[src/rtl/mgia_pkg.sv]
// mgia_pkg: shared FSM encoding, SRAM idle strobes and write-pulse rule for the video RAM arbiter.
package mgia_pkg;
  typedef enum logic [1:0] {IDLE, VID, CPU, DONE} state_t;
  localparam logic OE_N_IDLE = 1'b1;
  localparam logic WE_N_IDLE = 1'b1;
  localparam logic [1:0] BE_N_IDLE = 2'b11;
  // c is the down-counter value for the cycle; the access starts at ws and ends at 0
  function automatic logic we_low(input logic [2:0] ws, input logic [2:0] c);
    return ws >= 3'd2 ? (c != 3'd0 && c != ws) : (c == 3'd0);
  endfunction
endpackage

[src/rtl/rr_arbiter2.sv]
// rr_arbiter2: two-way round-robin tie-break; req[0] is video, req[1] is CPU.
module rr_arbiter2 (
  input  logic       clk,
  input  logic       rst_n,
  input  logic       en,
  input  logic [1:0] req,
  output logic [1:0] gnt
);
  logic last;
  assign gnt = &req ? (last ? 2'b01 : 2'b10) : req;
  always_ff @(posedge clk or negedge rst_n)
    if (!rst_n) last <= 1'b0;
    else if (en && |req) last <= gnt[1];
endmodule

[src/rtl/video_ram_arbiter.sv]
// video_ram_arbiter: shares one asynchronous-read SRAM between the read-only video fetch port and a CPU port.
module video_ram_arbiter
  import mgia_pkg::*;
#(
  parameter int WAIT_STATES = 1
) (
  input  logic        CLK_I,
  input  logic        RST_I,
  input  logic [13:1] V_ADR_I,
  input  logic        V_CYC_I,
  input  logic        V_STB_I,
  output logic [15:0] V_DAT_O,
  output logic        V_ACK_O,
  input  logic [13:1] C_ADR_I,
  input  logic [15:0] C_DAT_I,
  output logic [15:0] C_DAT_O,
  input  logic        C_WE_I,
  input  logic [1:0]  C_SEL_I,
  input  logic        C_CYC_I,
  input  logic        C_STB_I,
  output logic        C_ACK_O,
  output logic [12:0] SRAM_ADR_O,
  input  logic [15:0] SRAM_DAT_I,
  output logic [15:0] SRAM_DAT_O,
  output logic        SRAM_DOE_O,
  output logic        SRAM_OE_N,
  output logic        SRAM_WE_N,
  output logic [1:0]  SRAM_BE_N
);
  localparam logic [2:0] WS = 3'(WAIT_STATES);
  state_t      state;
  logic [2:0]  cnt, cnt_nx;
  logic        we, g_we;
  logic [1:0]  req, gnt;
  assign req    = {C_CYC_I & C_STB_I, V_CYC_I & V_STB_I};
  assign g_we   = gnt[1] & C_WE_I;
  assign cnt_nx = cnt - 3'd1;
  rr_arbiter2 u_arb (
    .clk   (CLK_I),
    .rst_n (RST_I),
    .en    (state == IDLE),
    .req   (req),
    .gnt   (gnt)
  );
  always_ff @(posedge CLK_I or negedge RST_I)
    if (!RST_I) begin
      state      <= IDLE;
      cnt        <= '0;
      we         <= 1'b0;
      V_ACK_O    <= 1'b0;
      C_ACK_O    <= 1'b0;
      V_DAT_O    <= '0;
      C_DAT_O    <= '0;
      SRAM_OE_N  <= OE_N_IDLE;
      SRAM_WE_N  <= WE_N_IDLE;
      SRAM_BE_N  <= BE_N_IDLE;
      SRAM_DOE_O <= 1'b0;
      SRAM_ADR_O <= '0;
      SRAM_DAT_O <= '0;
    end else begin
      V_ACK_O <= 1'b0;
      C_ACK_O <= 1'b0;
      case (state)
        IDLE: if (|req) begin
          state      <= gnt[1] ? CPU : VID;
          cnt        <= WS;
          we         <= g_we;
          SRAM_ADR_O <= gnt[1] ? C_ADR_I : V_ADR_I;
          if (gnt[1]) SRAM_DAT_O <= C_DAT_I;
          SRAM_OE_N  <= g_we;
          SRAM_DOE_O <= g_we;
          SRAM_BE_N  <= g_we ? ~C_SEL_I : 2'b00;
          SRAM_WE_N  <= ~(g_we && we_low(WS, WS));
        end
        VID, CPU: if (cnt == 3'd0) begin
          state      <= DONE;
          SRAM_OE_N  <= OE_N_IDLE;
          SRAM_WE_N  <= WE_N_IDLE;
          SRAM_BE_N  <= BE_N_IDLE;
          SRAM_DOE_O <= 1'b0;
          // a master that dropped CYC still lets the SRAM cycle finish but gets no ACK or data
          if (state == VID && V_CYC_I) begin
            V_ACK_O <= 1'b1;
            V_DAT_O <= SRAM_DAT_I;
          end
          if (state == CPU && C_CYC_I) begin
            C_ACK_O <= 1'b1;
            C_DAT_O <= SRAM_DAT_I;
          end
        end else begin
          cnt       <= cnt_nx;
          SRAM_WE_N <= ~(we && we_low(WS, cnt_nx));
        end
        default: state <= IDLE;
      endcase
    end
endmodule

[config.mk]
export PLATFORM = sky130hd
export DESIGN_NAME = video_ram_arbiter
export DESIGN_NICKNAME = d
export VERILOG_FILES = /design/src/rtl/mgia_pkg.sv /design/src/rtl/rr_arbiter2.sv /design/src/rtl/video_ram_arbiter.sv
export SDC_FILE = /design/constraint.sdc
export NUM_CORES = 1
export LEC_CHECK = 0
export CORE_MARGIN = 2
export CORE_UTILIZATION = 43
export CTS_CLUSTER_DIAMETER = 30
export DETAILED_ROUTE_END_ITERATION = 10
export GPL_ROUTABILITY_DRIVEN = 0
export GPL_TIMING_DRIVEN = 0
export PLACE_DENSITY = 0.8
export SKIP_LAST_GASP = 1
export SYNTH_ARGS = -nofsm -noshare
export SYNTH_HDL_FRONTEND = slang
export SYNTH_HIERARCHICAL = 1
export SYNTH_SLANG_ARGS = --single-unit
[constraint.sdc]
create_clock -name CLK_I -period 2.35 [get_ports CLK_I]
set_input_delay 0.3525 -clock CLK_I [delete_from_list [all_inputs] [get_ports CLK_I]]
set_output_delay 0.3525 -clock CLK_I [all_outputs]
set_load 0.02 [all_outputs]
==> out/results.ini, run 1 <==
[status]
outcome=finished clean

[setup_path]
cp.required_ns=2.58
crit_chain=clkdlybuf4s50_1 > and2_1 > a21boi_0 > buf_2 > nand2_1 > nor2_4 > clkbuf_4 > mux2_2
criticalPathCategory=input port to flop
r2r_end=C_DAT_O[15]$_DFFE_PN0P_
critPathLaunchType=input port
cpPeakStageDelay_ns=0.52
crit_path_top_delay_cell=clkdlybuf4s50_1
worstSetupEndpoint=SRAM_DAT_O[11]$_DFFE_PN0P_
path_buf_inv=3
cp-end-kind=flop
worstSetupStartpoint=C_CYC_I
worst-r2r-setup-slack_ns=0.31
crit_family=buffers and inverters
ff2ff_path_depth=7
cp.depth=8
path_max_fanout=10
reg2reg_from=state[0]$_DFFE_PN0P_
arrival_ns=2.46

[floorplanning]
ios=135
die_h_um=91.9
die-area_um2=8450
fp.dieW_um=91.9
core_area_um2=7610
initial_utilization_pct=43.7
row_count=32

[pwr]
leakage_uw=0.00221
powerDensity_nw_per_um2=1240
pwr-share-seq_pct=33.7
swShare_pct=33.3
power.total_uw=6320
p_sw_uw=2100
clkPwrFrac_pct=20.6
p_int_uw=4220
peakVddDrop_v=0.000619
p_comb_share_pct=45.6

[clocking]
cts_tree=built
cts_buffers=9
cts.htree.levels=3
cts.sinks=75
clkSlewWorstSetupHoldPaths_ns=0.08
clockRootBuffer=clkbuf_8
clock_path_buffers=2
clk_latency_ns=0.34
postCtsSetupRepairBufs=0

[sta]
slew_violations=0
finalSetupViolations=0
max_slew.worst_pin.slew_ns=0.564
max_freq_mhz=448
hold_viol_final=0
clock_skew_ns=0.00796
fin_crit_sh_pct=95.0
layout_min_cycle_time_ns=2.23
rsz0062_at_grt=no
final.setup.tns_ns=0
slew_headroom_pct=62.4

[synthesis]
syn_nets=294
avgSynthCellArea_um2=15.1
ys.warnings.count=6
syn_inst=220
synth.cell_area_um2=3330

[hold_path]
worstHoldPathType=input port to asynchronous set/reset pin

[global_route]
antenna_found_initial=0
grtUsageTotal_pct=18.7
grt_pass1_vias=2502
grt_pass1_wl_um=12500
grt_overflow_total=0
grt_max_degree=66

[detailed_routing]
wl_per_cell_um=15.8
remaining_drc_errors=0
vias_per_cell=5.04
drtIter0Drc=43
dr.pass1.iters=5
postRouteWirelength_um=7470
ant_nets=0
dr_total_vias=2386

[cells_and_area]
multi_input_area_um2=1340
insertedDiodeCount=0
drive_gt1_share_pct=28.6
fillers=578
regArea_um2=1880
final_nets=441
synthToLayoutAreaGrowth_pct=53.3

[flow_run]
drv_cap=0

[place]
port_buffers=134
hpwl_um=5430

[layout by cell type, fill, tap and decap left out, types with 3 or more instances in the layout]
cell,count
nor2_1,5
dfrtp_1,71
clkdlybuf4s50_1,133
mux2_2,52
bufinv_16,4
inv_1,5
nand2_1,5
and3_1,3
dfstp_2,4
o32a_1,3
and2_1,3
ha_1,7
clkbuf_8,9
mux2_1,6
mux2_4,18
[worst reg2reg max path, delay by kind of cell, from the launching register on]
| family | cells | cell delay [ns] |
|---|---|---|
| AND/OR/NAND/NOR | 2 | 0.44 |
| flip-flops | 1 | 0.40 |
| buffers and inverters | 3 | 0.40 |
| adder cells (fa/ha/maj) | 1 | 0.39 |
| multiplexers | 1 | 0.31 |
[worst min path at each step]
stage,start,endpoint,slack [ns],cells past startpoint
3_5_place_dp,RST_I,SRAM_DAT_O[14]$_DFFE_PN0P_,0.20,1
2_1_floorplan,RST_I,C_ACK_O$_DFF_PN0_,0.06,0
3_3_place_gp,u_arb/last$_DFFE_PN0P_,u_arb/last$_DFFE_PN0P_,0.47,1
4_1_cts,RST_I,SRAM_DAT_O[8]$_DFFE_PN0P_,0.39,2
5_1_grt,RST_I,SRAM_DAT_O[10]$_DFFE_PN0P_,0.41,2
6_report,RST_I,SRAM_DAT_O[5]$_DFFE_PN0P_,0.42,2
[power by group through the flow]
stage	clock network, uW	logic [uW]	registers [uW]
after floorplan	0	982	2710
final	1300	2880	2130
after global placement	0	2850	2120
after detailed placement	0	2900	2150
after global routing	1390	3080	2210
after CTS	1330	2920	2140
[layout make-up]
| type | count | area share, % |
|---|---|---|
| Sequential cell | 75 | 36.9 |
| Timing Repair Buffer | 136 | 27.0 |
| Multi-Input combinational cell | 130 | 26.2 |
| Clock inverter | 6 | 2.70 |
| Tap cell | 102 | 2.50 |
| Clock buffer | 9 | 2.43 |
| Buffer | 10 | 1.89 |
| Inverter | 5 | 0.368 |
[through the flow]
| stage | hold WS [ns] | instance area, um^2 | utilization [%] | std cells | setup slack, ns |
|---|---|---|---|---|---|
| final | 0.420 | 5100 | 67.0 | 473 | 0.118 |
| after global routing | 0.414 | 5100 | 67.0 | 473 | 0.00983 |
| after CTS | 0.390 | 5100 | 67.0 | 473 | 0.0144 |
| after detailed placement | 0.205 | 4820 | 63.4 | 457 | -0.418 |
| after global placement | 0.469 | 4790 | 63.0 | 456 | -1.69 |
| after floorplan | 0.0569 | 3330 | - | 220 | 0.462 |
[registers in the layout, summed over array words and instances (netlist names)]
signal and count:
C_ACK_O 1, cnt 3, SRAM_WE_N 1, C_DAT_O 16
u_arb/last 1, SRAM_DOE_O 1, SRAM_OE_N 1, SRAM_ADR_O 13
V_DAT_O 16, SRAM_DAT_O 16, we 1, SRAM_BE_N 2
V_ACK_O 1, state 2
[layer usage]
metal / GRT usage [%] / up-vias / wire length [um]
li1: - / 1090 / -
met1: 24.3 / 1178 / 3290
met2: 29.5 / 108 / 3420
met3: 7.07 / 10 / 669
met4: 4.85 / 0 / 97
met5: 0 / - / 0
[what timing repair did]
item | in CTS | in global routing
gates resized for setup | 1 | 2
setup endpoints to repair | 10 | 17
pin swaps | 0 | 0
hold buffers | 1 | 0
hold endpoints to repair | 10 | 0
Note: power is estimated with default switching activity, not from simulation.
==> inputs of run 2 (changes only) <==
--- a/config.mk
+++ b/config.mk
@@ -10,2 +10,3 @@
 export CTS_CLUSTER_DIAMETER = 30
+export CTS_CLUSTER_SIZE = 16
 export DETAILED_ROUTE_END_ITERATION = 10
--- a/constraint.sdc
+++ b/constraint.sdc
@@ -3,2 +3,2 @@
 set_output_delay 0.3525 -clock CLK_I [all_outputs]
-set_load 0.02 [all_outputs]
+set_load 0.005 [all_outputs]
==> results of run 2 <==
Same layout as run 1 (identical final DEF). Status: finished clean.
Main changes from that run: total power 6320 uW -> 5750 uW; worst IR drop on VDD 0.000619 V -> 0.000518 V
==> inputs of run 3 (changes only) <==
- CELL_PAD_IN_SITES_DETAIL_PLACEMENT: not set -> 0
- CELL_PAD_IN_SITES_GLOBAL_PLACEMENT: not set -> 1
- CORE_UTILIZATION: 43 -> 31
- PLACE_DENSITY: 0.8 -> not set
- PLACE_DENSITY_LB_ADDON: not set -> 0.1
- clock period: 2.35 -> 1.97 ns (I/O delays scaled with it)
==> out/results.ini, run 3 (synthesis gave the netlist of run 1 again) <==
[status]
outcome=finished clean

[sta]
slew_headroom_pct=60.1  ; -2.2 points
clock_skew_ns=0.00940  ; +0.00144 ns
hold_viol_final=0  ; unchanged
fin_crit_sh_pct=96.9
timing.final.ws_setup_ns=0.0613  ; -0.0571 ns
slew_violations=0  ; unchanged
max_slew.worst_pin.slew_ns=0.598  ; +0.0335 ns
max_freq_mhz=524
hold_ws_ns=0.434  ; +0.0137 ns
layout_min_cycle_time_ns=1.91
final.setup.tns_ns=0  ; unchanged
finalSetupViolations=0  ; unchanged

[place]
hpwl_um=5470  ; +0.76%
place_area_um2=4850  ; +0.73%
port_buffers=134  ; unchanged
pre_cts_ws_ns=-0.756  ; -0.338 ns

[floorplanning]
core_area_um2=10400  ; +36%
row_count=37  ; +16%
die-area_um2=11600  ; +37%
initial_utilization_pct=32.1  ; -12 points
die_h_um=108  ; +17%
ios=135  ; unchanged
fp.dieW_um=108  ; +17%

[detailed_routing]
drtIter0Drc=54  ; +26%
wl_per_cell_um=14.9  ; -6.0%
dr.pass1.iters=4  ; -1
vias_per_cell=4.52  ; -10%
postRouteWirelength_um=7700  ; +3.0%
dr_total_vias=2343  ; -1.8%
ant_nets=0  ; unchanged
remaining_drc_errors=0  ; unchanged

[global_route]
grt_overflow_total=0  ; unchanged
antenna_found_initial=0  ; unchanged
grt_pass1_wl_um=12000  ; -4.2%
grt_max_degree=41  ; -38%
grt_pass1_vias=2409  ; -3.7%
grtUsageTotal_pct=13.4  ; -5.3 points

[pwr]
pwr-share-seq_pct=37.3
peakVddDrop_v=0.000469
p_int_uw=4860
swShare_pct=27.9
powerDensity_nw_per_um2=1290
leakage_uw=0.00225  ; +2.0%
clkPwrFrac_pct=19.8
p_sw_uw=1880
p_comb_share_pct=43.0

[clocking]
cts_buffers=9  ; unchanged
clk_latency_ns=0.35  ; about the same
clkSlewWorstSetupHoldPaths_ns=0.09  ; about the same
clock_path_buffers=2  ; unchanged
clockRootBuffer=clkbuf_8
cts.sinks=75  ; unchanged
cts_tree=built
cts.htree.levels=3  ; unchanged

[setup_path]
worst-r2r-setup-slack_ns=0.06  ; -0.25 ns
cp.required_ns=2.20  ; -0.38 ns
cp-end-kind=flop
arrival_ns=2.14  ; -0.32 ns
ff2ff_path_depth=7  ; unchanged
worstSetupEndpoint=C_DAT_O[14]$_DFFE_PN0P_
cpPeakStageDelay_ns=0.40  ; -0.12 ns
worstSetupStartpoint=state[1]$_DFFE_PN0P_
cp.depth=7  ; -1
criticalPathCategory=flop to flop
critPathLaunchType=flop
path_max_fanout=10  ; unchanged
r2r_end=C_DAT_O[14]$_DFFE_PN0P_
path_buf_inv=3  ; unchanged
crit_path_top_delay_cell=dfrtp_1
reg2reg_from=state[1]$_DFFE_PN0P_
crit_family=buffers and inverters
crit_chain=inv_1 > ha_4 > and3b_2 > and3_1 > buf_6 > buf_12 > mux2_4

[cells_and_area]
largest_registers=C_DAT_O x16, SRAM_DAT_O x16, V_DAT_O x16
synthToLayoutAreaGrowth_pct=57.4
drive_gt1_share_pct=31.4  ; +2.8 points
fin_area_um2=5240  ; +2.7%
layout_common_cells=clkdlybuf4s50_1, dfrtp_1, mux2_2
utilization_pct=50.5  ; -17 points
final_nets=451  ; +2.3%
insertedDiodeCount=0  ; unchanged
layout_commonest_cell=clkdlybuf4s50_1

[flow_run]
drv_cap=0  ; unchanged

[hold_path]
worstHoldPathType=input port to asynchronous set/reset pin

[run 3: cell count changes in the layout (fill, tap and decap cells not counted), sizes merged]
cell and change:
buf +12, bufinv -2, clkbuf -2, clkinv +3
[run 3: worst min path at each step]
stage / startpoint / cells past startpoint / endpoint
floorplan: RST_I / 0 / C_ACK_O$_DFF_PN0_
global placement: SRAM_DAT_O[15]$_DFFE_PN0P_ / 1 / SRAM_DAT_O[15]$_DFFE_PN0P_
detailed placement: RST_I / 1 / C_DAT_O[8]$_DFFE_PN0P_
CTS: RST_I / 2 / C_DAT_O[8]$_DFFE_PN0P_
global route: RST_I / 2 / C_DAT_O[8]$_DFFE_PN0P_
finish: RST_I / 2 / C_DAT_O[12]$_DFFE_PN0P_
[run 3: power groups by stage]
stage / clock network (uW) / registers, uW / logic [uW]
finish: 1330 / 2510 / 2900
global placement: 0 / 2520 / 2780
detailed placement: 0 / 2550 / 2800
floorplan: 0 / 2570 / 1170
global route: 1450 / 2600 / 3140
CTS: 1380 / 2520 / 2880
[run 3: what timing repair did]
action	in CTS	in global routing
setup buffers	5	5
endpoints found under the setup margin	44	31
cloned	0	0
hold endpoints to repair	31	0
resized for setup	9	3
hold buffers	1	0
pin swaps	1	1
[run 3: worst reg2reg max path, cell delays in order (launching register included)]
cell and delay [ns]:
dfrtp_1 0.40, inv_1 0.15, ha_4 0.24, and3b_2 0.24, and3_1 0.19, buf_6 0.14, buf_12 0.15, mux2_4 0.29
[run 3: final cells by class]
type | count | area [um^2]
Timing Repair Buffer | 146 | 1470
Clock buffer | 9 | 124
Sequential cell | 75 | 1880
Tap cell | 136 | 170
Clock inverter | 7 | 100
Buffer | 10 | 109
Inverter | 5 | 18.8
Fill cell | 965 | 5130
Multi-Input combinational cell | 130 | 1360
[run 3: routing by layer]
layer  track usage, %  vias up  part of all wire, %
met5                0        -                    0
met4             5.49        0                  1.7
met3             4.42       14                  7.7
met2             21.5       84                   47
met1             16.6     1142                   43
li1                 -     1103                    -
[run 3: stage by stage]
| step | power, uW | std cells |
|---|---|---|
| 2_1_floorplan | 3750 | 220 |
| 3_3_place_gp | 5310 | 490 |
| 3_5_place_dp | 5350 | 491 |
| 4_1_cts | 6780 | 513 |
| 5_1_grt | 7190 | 518 |
| 6_report | 6740 | 518 |
